## src/rtl/pcileech_com_link_arb.sv

```systemverilog
// pcileech_com_link_arb
// Arbitrates the shared 32-bit com RX/TX datapath between the FT601 and the
// UDP Ethernet transports in the clk_com domain. One transport owns the
// datapath at a time. Ownership is released after IDLE_TIMEOUT cycles of
// owner inactivity, or when cfg_force makes the owner ineligible. Release is
// held off while a TX FIFO read is requested or in flight, so no TX word is
// lost or misrouted. Non-owner RX words are dropped and counted.
module pcileech_com_link_arb #(
  parameter logic [31:0] IDLE_TIMEOUT = 32'd100_000_000,
  parameter logic        PRIO_ETH     = 1'b0
) (
  input  logic        clk,
  input  logic        rst,
  input  logic [1:0]  cfg_force,
  input  logic [31:0] ft_rx_data,
  input  logic        ft_rx_valid,
  input  logic        ft_din_req,
  output logic        ft_din_wr_en,
  input  logic [31:0] eth_rx_data,
  input  logic        eth_rx_valid,
  input  logic        eth_din_ready,
  output logic        eth_din_empty,
  output logic        eth_din_wr_en,
  output logic [31:0] com_rx_data32,
  output logic        com_rx_valid32,
  output logic        core_din_ready,
  input  logic        core_din_wr_en,
  input  logic        core_din_empty,
  output logic [1:0]  owner,
  output logic [15:0] drop_cnt
);

  localparam logic [1:0] ST_IDLE = 2'b00;
  localparam logic [1:0] ST_FT   = 2'b01;
  localparam logic [1:0] ST_ETH  = 2'b10;

  logic [1:0]  state_q, state_d;
  logic [31:0] timer_q, timer_d;
  logic        rd_pend_q, rd_pend_d;
  logic        rx_valid_q, rx_valid_d;
  logic [31:0] rx_data_q, rx_data_d;
  logic [15:0] drop_q, drop_d;

  logic ft_elig, eth_elig;
  logic ft_fwd, eth_fwd, drop_any;
  logic tx_busy, rel_want;

  // Next-state, RX steering, TX strobe routing and inactivity timer.
  always_comb begin
    ft_elig        = (cfg_force != 2'b10);
    eth_elig       = (cfg_force != 2'b01);
    state_d        = state_q;
    timer_d        = timer_q;
    ft_fwd         = 1'b0;
    eth_fwd        = 1'b0;
    tx_busy        = 1'b0;
    rel_want       = 1'b0;
    core_din_ready = 1'b0;
    ft_din_wr_en   = 1'b0;
    eth_din_wr_en  = 1'b0;
    eth_din_empty  = 1'b1;

    case (state_q)
      ST_IDLE: begin
        timer_d = 32'd0;
        if (ft_rx_valid && ft_elig && eth_rx_valid && eth_elig) begin
          if (PRIO_ETH) begin
            eth_fwd = 1'b1;
            state_d = ST_ETH;
          end else begin
            ft_fwd  = 1'b1;
            state_d = ST_FT;
          end
        end else if (ft_rx_valid && ft_elig) begin
          ft_fwd  = 1'b1;
          state_d = ST_FT;
        end else if (eth_rx_valid && eth_elig) begin
          eth_fwd = 1'b1;
          state_d = ST_ETH;
        end else begin
          state_d = ST_IDLE;
        end
      end
      ST_FT: begin
        ft_fwd         = ft_rx_valid && ft_elig;
        core_din_ready = ft_din_req;
        ft_din_wr_en   = core_din_wr_en;
        // A read requested this cycle would land after release; hold off.
        tx_busy        = rd_pend_q || core_din_wr_en || ft_din_req;
        rel_want       = (timer_q == IDLE_TIMEOUT) || !ft_elig;
        if (rel_want && !tx_busy) begin
          state_d = ST_IDLE;
          timer_d = 32'd0;
        end else if (ft_rx_valid || core_din_wr_en) begin
          timer_d = 32'd0;
        end else if (timer_q != IDLE_TIMEOUT) begin
          timer_d = timer_q + 32'd1;
        end else begin
          timer_d = timer_q;
        end
      end
      ST_ETH: begin
        eth_fwd        = eth_rx_valid && eth_elig;
        core_din_ready = eth_din_ready;
        eth_din_wr_en  = core_din_wr_en;
        eth_din_empty  = core_din_empty;
        tx_busy        = rd_pend_q || core_din_wr_en || eth_din_ready;
        rel_want       = (timer_q == IDLE_TIMEOUT) || !eth_elig;
        if (rel_want && !tx_busy) begin
          state_d = ST_IDLE;
          timer_d = 32'd0;
        end else if (eth_rx_valid || core_din_wr_en) begin
          timer_d = 32'd0;
        end else if (timer_q != IDLE_TIMEOUT) begin
          timer_d = timer_q + 32'd1;
        end else begin
          timer_d = timer_q;
        end
      end
      default: begin
        state_d = ST_IDLE;
        timer_d = 32'd0;
      end
    endcase

    rd_pend_d  = core_din_ready;
    rx_valid_d = ft_fwd || eth_fwd;
    if (ft_fwd) begin
      rx_data_d = ft_rx_data;
    end else if (eth_fwd) begin
      rx_data_d = eth_rx_data;
    end else begin
      rx_data_d = rx_data_q;
    end

    // Several drops in one cycle count once; the counter sticks at all-ones.
    drop_any = (ft_rx_valid && !ft_fwd) || (eth_rx_valid && !eth_fwd);
    if (drop_any && (drop_q != 16'hFFFF)) begin
      drop_d = drop_q + 16'd1;
    end else begin
      drop_d = drop_q;
    end
  end

  // State, timer, read-in-flight flag, registered RX path and drop counter.
  always_ff @(posedge clk) begin
    if (rst) begin
      state_q    <= ST_IDLE;
      timer_q    <= 32'd0;
      rd_pend_q  <= 1'b0;
      rx_valid_q <= 1'b0;
      rx_data_q  <= 32'd0;
      drop_q     <= 16'd0;
    end else begin
      state_q    <= state_d;
      timer_q    <= timer_d;
      rd_pend_q  <= rd_pend_d;
      rx_valid_q <= rx_valid_d;
      rx_data_q  <= rx_data_d;
      drop_q     <= drop_d;
    end
  end

  assign owner          = state_q;
  assign com_rx_valid32 = rx_valid_q;
  assign com_rx_data32  = rx_data_q;
  assign drop_cnt       = drop_q;

endmodule

```

## config.mk

```make
export PLATFORM = sky130hd
export DESIGN_NAME = pcileech_com_link_arb
export DESIGN_NICKNAME = d
export VERILOG_FILES = /design/src/rtl/pcileech_com_link_arb.sv
export SDC_FILE = /design/constraint.sdc
export NUM_CORES = 1
export LEC_CHECK = 0
export BUFFER_PORTS_ARGS = -buffer_cell sky130_fd_sc_hd__buf_4
export CORE_ASPECT_RATIO = 2
export CORE_MARGIN = 2
export CORE_UTILIZATION = 40
export CTS_BUF_LIST = sky130_fd_sc_hd__clkbuf_4
export CTS_CLUSTER_SIZE = 28
export DETAILED_ROUTE_END_ITERATION = 16
export PLACE_DENSITY = 0.7
export SYNTH_ARGS = -nofsm -noshare
export SYNTH_HDL_FRONTEND = slang
export SYNTH_SLANG_ARGS = --single-unit
```

## constraint.sdc

```tcl
create_clock -name clk -period 2.8 [get_ports clk]
set_clock_uncertainty 0.1 [all_clocks]
set_input_delay 0 -clock clk [delete_from_list [all_inputs] [get_ports clk]]
set_output_delay 0 -clock clk [all_outputs]
set_load 0.01 [all_outputs]
```

==> results.md, run 1 <==
* Detail Placement HPWL at 7990 um
* Cell family with most CP delay: buffers and inverters
* Layout cell share with drive strength beyond 1 at 0.248
* Main combinational cell family by area after synthesis: simple AND/OR/NAND/NOR gates
* Post-CTS resize count at 0
* Worst EP arrival at 2.79 ns
* Final hold slack at 0.0729 ns
* Final period utilization at 0.910
* Placed inst area at 0.00530 sq mm
* Initial drt markers at 136
* Post-synth EDFFs at 0
* R2R depth at 9
* Residual DRC at 0
* CP required at 3.05 ns
* Layout filler cell count at 909
* Post-Synth XOR/XNOR Area at 0.0613
* H-tree levels at 3
* # rows at 53
* Adder-Cell Fraction of Synth Area at 0.0175
* Dpl cells at 727
* Global-route wire length before repair at 19800 um
* Non-Filler Instances at 814
* Cell depth of the worst setup path at 9
* Largest net degree at the start of global routing at 66
* Vias per cell at 5.25
* Setup WS post-layout at 0.253 ns
* Worst r2r src: owner[0]$_SDFFE_PP0P_
* RSZ-0062 raised after global routing: no
* Fin area at 0.00615 sq mm
* ANT cells at 0
* I/O pins at 129
* RR Endpoint: com_rx_data32[19]$_SDFFE_PP0P_
* F_max at 393 MHz
* Least-Margin Pin Slew at 0.658 ns
* Critical path capture point type: flop
* Worst Hold Path Cells at 5
* Tot Pwr at 2.66 mW
* Latest clock arrival within the worst-skew pair at 0.46 ns
* FF+latch count, synth at 84
* Async set-reset flop share out of synthesis at 0
* Post-DRT Antenna Nets at 0
* Max cap viols at 0
* Buf/Inv on CP at 3
* Vias in the first global route at 4224
* CTS tree: done
* Clock tree buffer depth at 2
* Register area share after synthesis at 0.392
* Top-area cell type share of the netlist area at 0.392
* Min Tclk post-route at 2.55 ns
* Most frequent cells in the layout: 135 x buf_4, 84 x dfxtp_1, 76 x nor2_1, 71 x dlygate4sd3_1, 34 x mux2i_1
* Synth-to-Final Area Change at 43.6%
* Die X at 77.2 um
* Synth unique cells at 55
* Crit path max fanout at 33
* Final Hold Viols at 0
* Initial Util at 0.409
* Crit. Startpoint: owner[0]$_SDFFE_PP0P_
* Fin util at 0.587
* CTS sink cnt at 84
* Setup violators final at 0
* Routed WL at 12000 um
* Critical-path cell list: inv_1, ha_1, or2b_1, nand2_2, a211oi_4, buf_12, mux2i_1, a211oi_1, dlygate4sd3_1
* GP Congestion at 0.881
* Synth Net Count at 560
* Synth Instances at 480
* Synthesized area per cell at 8.93 sq um
* CP peak stage delay at 0.59 ns
* Worst Setup Start Kind: flop
* Cell taking the most area after synthesis: dfxtp_1
* Gr usage total at 0.208
* Lkg Pwr at 2.35 nW
* Critical Path Sink: com_rx_data32[19]$_SDFFE_PP0P_
* Worst min path class: in2reg
* Fin nets at 752
* Clk root buf: clkbuf_4
* Simple-gate share of the synthesized area at 0.252
* Die height at 150 um
* Placeable Area at 0.0105 sq mm
* Status: finished, final reports clean
* Worst slack, placed at 0.377 ns
* IO buf count at 128
* CTS Buf Count at 9
* Worst vdd rail ir drop at 0.229 mV
* Synthesized cell area at 0.00429 sq mm
* Post-synthesis mux area share at 0.0899
* Congestion Overflow GR at 0
* CP max stage cell: dlygate4sd3_1
* TritonRoute pass-1 iters at 4
* Yosys Warn Count at 0
* P per Cell Area at 432 mW/mm^2
* Reg2Reg Setup Slack at 0.25 ns
* Synth area leaders: dfxtp_1 39%, mux2i_1 7.9%, nor2_1 6.7%
* Worst hold path startpoint: core_din_wr_en
* Most used DFF post-synth: dfxtp_1
* Vias at 4272
* Kind of critical path: reg2reg
* Commonest non-fill, non-tap cell in the layout: buf_4
* Final setup TNS at 0 ns
* Clk slew on worst S/H paths at 0.14 ns
* Synth Area in Compound Gates at 0.124
* Max Transition Viols Final at 0
* Initial antenna violation count at 0
* Wirelength per Cell at 14.8 um
* Slew headroom at 0.559
* Die ar. at 0.0116 sq mm
## metal layers
layer / GRT usage / up-vias / routed length [um]
li1: - / 2111 / -
met1: 0.231 / 2004 / 4860
met2: 0.385 / 142 / 6340
met3: 0.0480 / 15 / 614
met4: 0.0696 / 0 / 229
met5: 0 / - / 0
## where the power goes
group / switching (mW) / internal (mW)
combinational: 0.274 / 0.364
sequential: 0.0402 / 1.26
clock: 0.445 / 0.275
## cell families (layout without fill, tap and decap cells)
group / after synthesis / after routing
adder cells (fa/ha/maj): 6 / 6
AO/OA/AOI/OAI: 74 / 74
multiplexers: 38 / 38
flip-flops: 84 / 84
AND/OR/NAND/NOR: 206 / 206
buffers and inverters: 42 / 239
XOR/XNOR: 30 / 30
## timing repair
action	CTS	global route
buffers inserted	0	0
hold buffers	71	0
endpoints found under the hold margin	36	0
## layout make-up
type / instances / area [sq um] / area share
inverter: 15 / 56.3 / 0.00915
multi-input combinational: 354 / 2340 / 0.380
clock buffer: 9 / 67.6 / 0.0110
clock inverter: 7 / 75.1 / 0.0122
timing repair buffer: 208 / 1760 / 0.287
tap: 137 / 171 / 0.0279
sequential: 84 / 1680 / 0.273
## worst min-delay path: cells and delay by family
family	cells	cell delay [ns]
AO/OA/AOI/OAI	2	0.25
buffers and inverters	1	0.11
AND/OR/NAND/NOR	2	0.24
## worst min-delay path by stage
stage,slack [ns],end
floorplan,0.01,eth_din_empty
global placement,0.20,com_rx_data32[16]$_SDFFE_PP0P_
detailed placement,0.19,eth_din_empty
CTS,0.04,timer_q[7]$_SDFF_PP0_
global route,0.08,com_rx_valid32$_SDFF_PP0_
finish,0.07,timer_q[11]$_SDFF_PP0_
## state kept, by name, summed over array words and instances (netlist names)
name	count
com_rx_data32	32
timer_q	32
drop_cnt	16
owner	2
com_rx_valid32	1
rd_pend_q	1
## synthesized netlist by cell type (2+ instances only)
master,number
dfxtp_1,84
nor2_1,76
mux2i_1,34
a211oi_1,32
xnor2_1,22
nand3_1,19
nor3_1,17
nand2_1,16
a21oi_1,15
inv_1,15
nor4_1,11
nand4_1,10
clkbuf_1,9
nor2b_1,9
and4_1,8
xor2_1,8
o21ai_0,7
or4_1,7
buf_2,6
ha_1,6
and3_1,5
clkbuf_8,5
nand2b_1,5
o31ai_1,5
or3_1,4
buf_8,3
mux2_2,3
nor4b_1,3
o22ai_1,3
o41ai_1,3
and2_1,2
buf_4,2
o21a_1,2
or2_2,2
or2b_1,2
Power figures use the tool's default switching activity.
==> run 2: changes to the inputs <==
--- a/config.mk
+++ b/config.mk
@@ -5,6 +5,7 @@
 export SDC_FILE = /design/constraint.sdc
 export NUM_CORES = 1
 export LEC_CHECK = 0
+export ABC_AREA = 1
 export BUFFER_PORTS_ARGS = -buffer_cell sky130_fd_sc_hd__buf_4
 export CORE_ASPECT_RATIO = 2
 export CORE_MARGIN = 2
@@ -12,7 +13,7 @@
 export CTS_BUF_LIST = sky130_fd_sc_hd__clkbuf_4
 export CTS_CLUSTER_SIZE = 28
 export DETAILED_ROUTE_END_ITERATION = 16
-export PLACE_DENSITY = 0.7
+export PLACE_DENSITY = 0.69
 export SYNTH_ARGS = -nofsm -noshare
 export SYNTH_HDL_FRONTEND = slang
 export SYNTH_SLANG_ARGS = --single-unit
==> results.md, run 2 <==
* Status: finished, final reports clean (unchanged)
* Worst Setup Start Kind: flop (unchanged)
* Worst min path class: in2reg (unchanged)
* Min Tclk post-route at 2.58 ns (was 2.55 ns)
* Placed inst area at 0.00565 sq mm (was 0.00530 sq mm)
* GR peak layer: met2 (unchanged)
* Global-route wire length before repair at 23900 um (was 19800 um)
* Async set-reset flop share out of synthesis at 0 (unchanged)
* Critical-path cell list: inv_1, ha_1, nand3_1, nand2_1, nor2_1, inv_4, o21ai_0, a31oi_1, dlygate4sd3_1 (was inv_1, ha_1, or2b_1, nand2_2, a211oi_4, buf_12, mux2i_1, a211oi_1, dlygate4sd3_1)
* H-tree levels at 3 (unchanged)
* Tot Pwr at 4.20 mW (was 2.66 mW)
* Setup violators final at 0 (unchanged)
* Crit. Startpoint: owner[1]$_SDFFE_PP0P_ (was owner[0]$_SDFFE_PP0P_)
* Kind of critical path: reg2reg (unchanged)
* Most frequent cells in the layout: 167 x nand2_1, 133 x buf_4, 84 x dfxtp_1, 82 x nand3_1, 78 x nor2_1 (was 135 x buf_4, 84 x dfxtp_1, 76 x nor2_1, 71 x dlygate4sd3_1, 34 x mux2i_1)
* Least-Margin Pin Slew at 0.977 ns (was 0.658 ns)
* GP Congestion at 0.956 (was 0.881)
* Placeable Area at 0.0114 sq mm (was 0.0105 sq mm)
* Clk root buf: clkbuf_4 (unchanged)
* Fin nets at 954 (was 752)
* Final setup TNS at 0 ns (unchanged)
* CTS Buf Count at 9 (unchanged)
* Max Transition Viols Final at 0 (unchanged)
* Die ar. at 0.0126 sq mm (was 0.0116 sq mm)
* CP max stage cell: dlygate4sd3_1 (unchanged)
* Detail Placement HPWL at 10200 um (was 7990 um)
* Latest clock arrival within the worst-skew pair at 0.44 ns (was 0.46 ns)
* Final hold slack at 0.0347 ns (was 0.0729 ns)
* Critical path capture point type: flop (unchanged)
* Clk slew on worst S/H paths at 0.13 ns (was 0.14 ns)
* Top-area cell type share of the netlist area at 0.361 (was 0.392)
* CTS tree: done (unchanged)
* Initial Util at 0.410 (was 0.409)
* Vias per cell at 5.15 (was 5.25)
* CP peak stage delay at 0.57 ns (was 0.59 ns)
* Die X at 80.3 um (was 77.2 um)
* Synth-to-Final Area Change at 40.5% (was 43.6%)
* Clock tree buffer depth at 2 (unchanged)
* Most used DFF post-synth: dfxtp_1 (unchanged)
* Leading cell types by count after synthesis: 167 x nand2_1, 84 x dfxtp_1, 82 x nand3_1 (was 84 x dfxtp_1, 76 x nor2_1, 34 x mux2i_1)
* Worst vdd rail ir drop at 0.632 mV (was 0.229 mV)
* Setup WS post-layout at 0.221 ns (was 0.253 ns)
* Worst hold path startpoint: cfg_force[1] (was core_din_wr_en)
* Synth unique cells at 37 (was 55)
* Worst r2r src: owner[1]$_SDFFE_PP0P_ (was owner[0]$_SDFFE_PP0P_)
* Synth area leaders: dfxtp_1 36%, nand2_1 13%, nand3_1 8.8% (was dfxtp_1 39%, mux2i_1 7.9%, nor2_1 6.7%)
* # rows at 55 (was 53)
* Count leader, synth: nand2_1 (was dfxtp_1)
* Worst slack, placed at 0.639 ns (was 0.377 ns)
* Post-synth EDFFs at 0 (unchanged)
* Register area share after synthesis at 0.361 (was 0.392)
* Lkg Pwr at 2.74 nW (was 2.35 nW)
* Layout filler cell count at 1043 (was 909)
* Vias at 5263 (was 4272)
* Initial drt markers at 356 (was 136)
* Congestion Overflow GR at 0 (unchanged)
* Dpl cells at 932 (was 727)
* IO buf count at 128 (unchanged)
* TritonRoute pass-1 iters at 6 (was 4)
* Register area at 0.00168 sq mm (unchanged)
* Final period utilization at 0.921 (was 0.910)
* Cell family with most CP delay: buffers and inverters (unchanged)
* I/O pins at 129 (unchanged)
* P per Cell Area at 642 mW/mm^2 (was 432 mW/mm^2)
* FF+latch count, synth at 84 (unchanged)
* Wirelength per Cell at 14.2 um (was 14.8 um)
* Die height at 157 um (was 150 um)
* Crit path max fanout at 65 (was 33)
* Non-Filler Instances at 1022 (was 814)
* Met2 Use GR at 0.445 (was 0.385)
* Fin area at 0.00654 sq mm (was 0.00615 sq mm)
* Grt met3 use at 0.0502 (was 0.0480)
* Fin util at 0.576 (was 0.587)
* Worst EP arrival at 2.87 ns (was 2.79 ns)
* Initial antenna violation count at 1 (was 0)
* Max cap viols at 0 (unchanged)
* Buf/Inv on CP at 3 (unchanged)
* Vias in the first global route at 5233 (was 4224)
* Synthesized area per cell at 6.78 sq um (was 8.93 sq um)
* Post-CTS Setup Repair Bufs at 0 (unchanged)
* Synthesized cell area at 0.00465 sq mm (was 0.00429 sq mm)
* Commonest non-fill, non-tap cell in the layout: nand2_1 (was buf_4)
* Final Hold Viols at 0 (unchanged)
* Layout cell share with drive strength beyond 1 at 0.231 (was 0.248)
* RSZ-0062 raised after global routing: no (unchanged)
* Multi-input gate area at 0.00256 sq mm (was 0.00234 sq mm)
* Synth Net Count at 766 (was 560)
* Cell taking the most area after synthesis: dfxtp_1 (unchanged)
* Post-DRT Antenna Nets at 0 (unchanged)
* GR Layer Usage met1 at 0.242 (was 0.231)
* Routed WL at 14500 um (was 12000 um)
* Largest net degree at the start of global routing at 66 (unchanged)
* Slew headroom at 0.348 (was 0.559)
* F_max at 388 MHz (was 393 MHz)
* Gr usage total at 0.238 (was 0.208)
* Reg2Reg Setup Slack at 0.22 ns (was 0.25 ns)
* Residual DRC at 0 (unchanged)
* CTS sink cnt at 84 (unchanged)
* CP required at 3.09 ns (was 3.05 ns)
* Yosys Warn Count at 0 (unchanged)
* Synth Instances at 686 (was 480)
[run 2: cell types whose count changed after synthesis, sizes merged, moves of 11 or more]
cell,delta
inv,+46
mux2i,-34
nor4,-12
nor2,+11
nand3,+64
nand2,+168
xnor2,-19
a31oi,+32
a211oi,-34
o21ai,+35
[run 2: timing repair]
item	in CTS	in global routing
hold endpoints to repair	51	0
resized for setup	0	6
hold buffers	73	0
setup endpoints to repair	0	62
[run 2: layout make-up]
class	instances	area share
timing repair buffer	206	0.264
clock buffer	10	0.0115
antenna	1	0.000383
sequential	84	0.257
inverter	61	0.0365
multi-input combinational	512	0.392
tap	142	0.0272
clock inverter	6	0.0111
[run 2: cells by family after synthesis]
| kind of cell | share of synthesized area |
|---|---|
| xor gates and xnor gates | 0.0376 |
| AOI/OAI and AO/OA | 0.129 |
| DFF | 0.361 |
| and+or+nand+nor | 0.368 |
| buffers and inverters | 0.0882 |
| adders and majority gates | 0.0161 |
[run 2: worst register-to-register path, cell delays in order (launching register included)]
cell	delay (ns)
dfxtp_1	0.37
inv_1	0.10
ha_1	0.20
nand3_1	0.13
nand2_1	0.13
nor2_1	0.08
inv_4	0.41
o21ai_0	0.20
a31oi_1	0.25
dlygate4sd3_1	0.57
[run 2: report_power, final]
part | switching [mW] | internal, mW | total (mW)
registers | 0.157 | 1.42 | 1.57
clock network | 0.450 | 0.290 | 0.740
logic | 0.996 | 0.887 | 1.88
total | 1.60 | 2.59 | 4.20
[run 2: worst paths after layout]
path	endpoint	cells past startpoint
setup / recovery	com_rx_data32[0]$_SDFFE_PP0P_	9
hold / removal	owner[1]$_SDFFE_PP0P_	7
setup reg to reg	com_rx_data32[0]$_SDFFE_PP0P_	9
hold reg to reg	drop_cnt[3]$_SDFFE_PP0P_	2
[run 2: metal layers]
| layer | share of wire | wire, um |
|---|---|---|
| met1 | 0.36 | 5230 |
| met2 | 0.55 | 7940 |
| met3 | 0.060 | 879 |
| met4 | 0.034 | 494 |
| met5 | 0 | 0 |
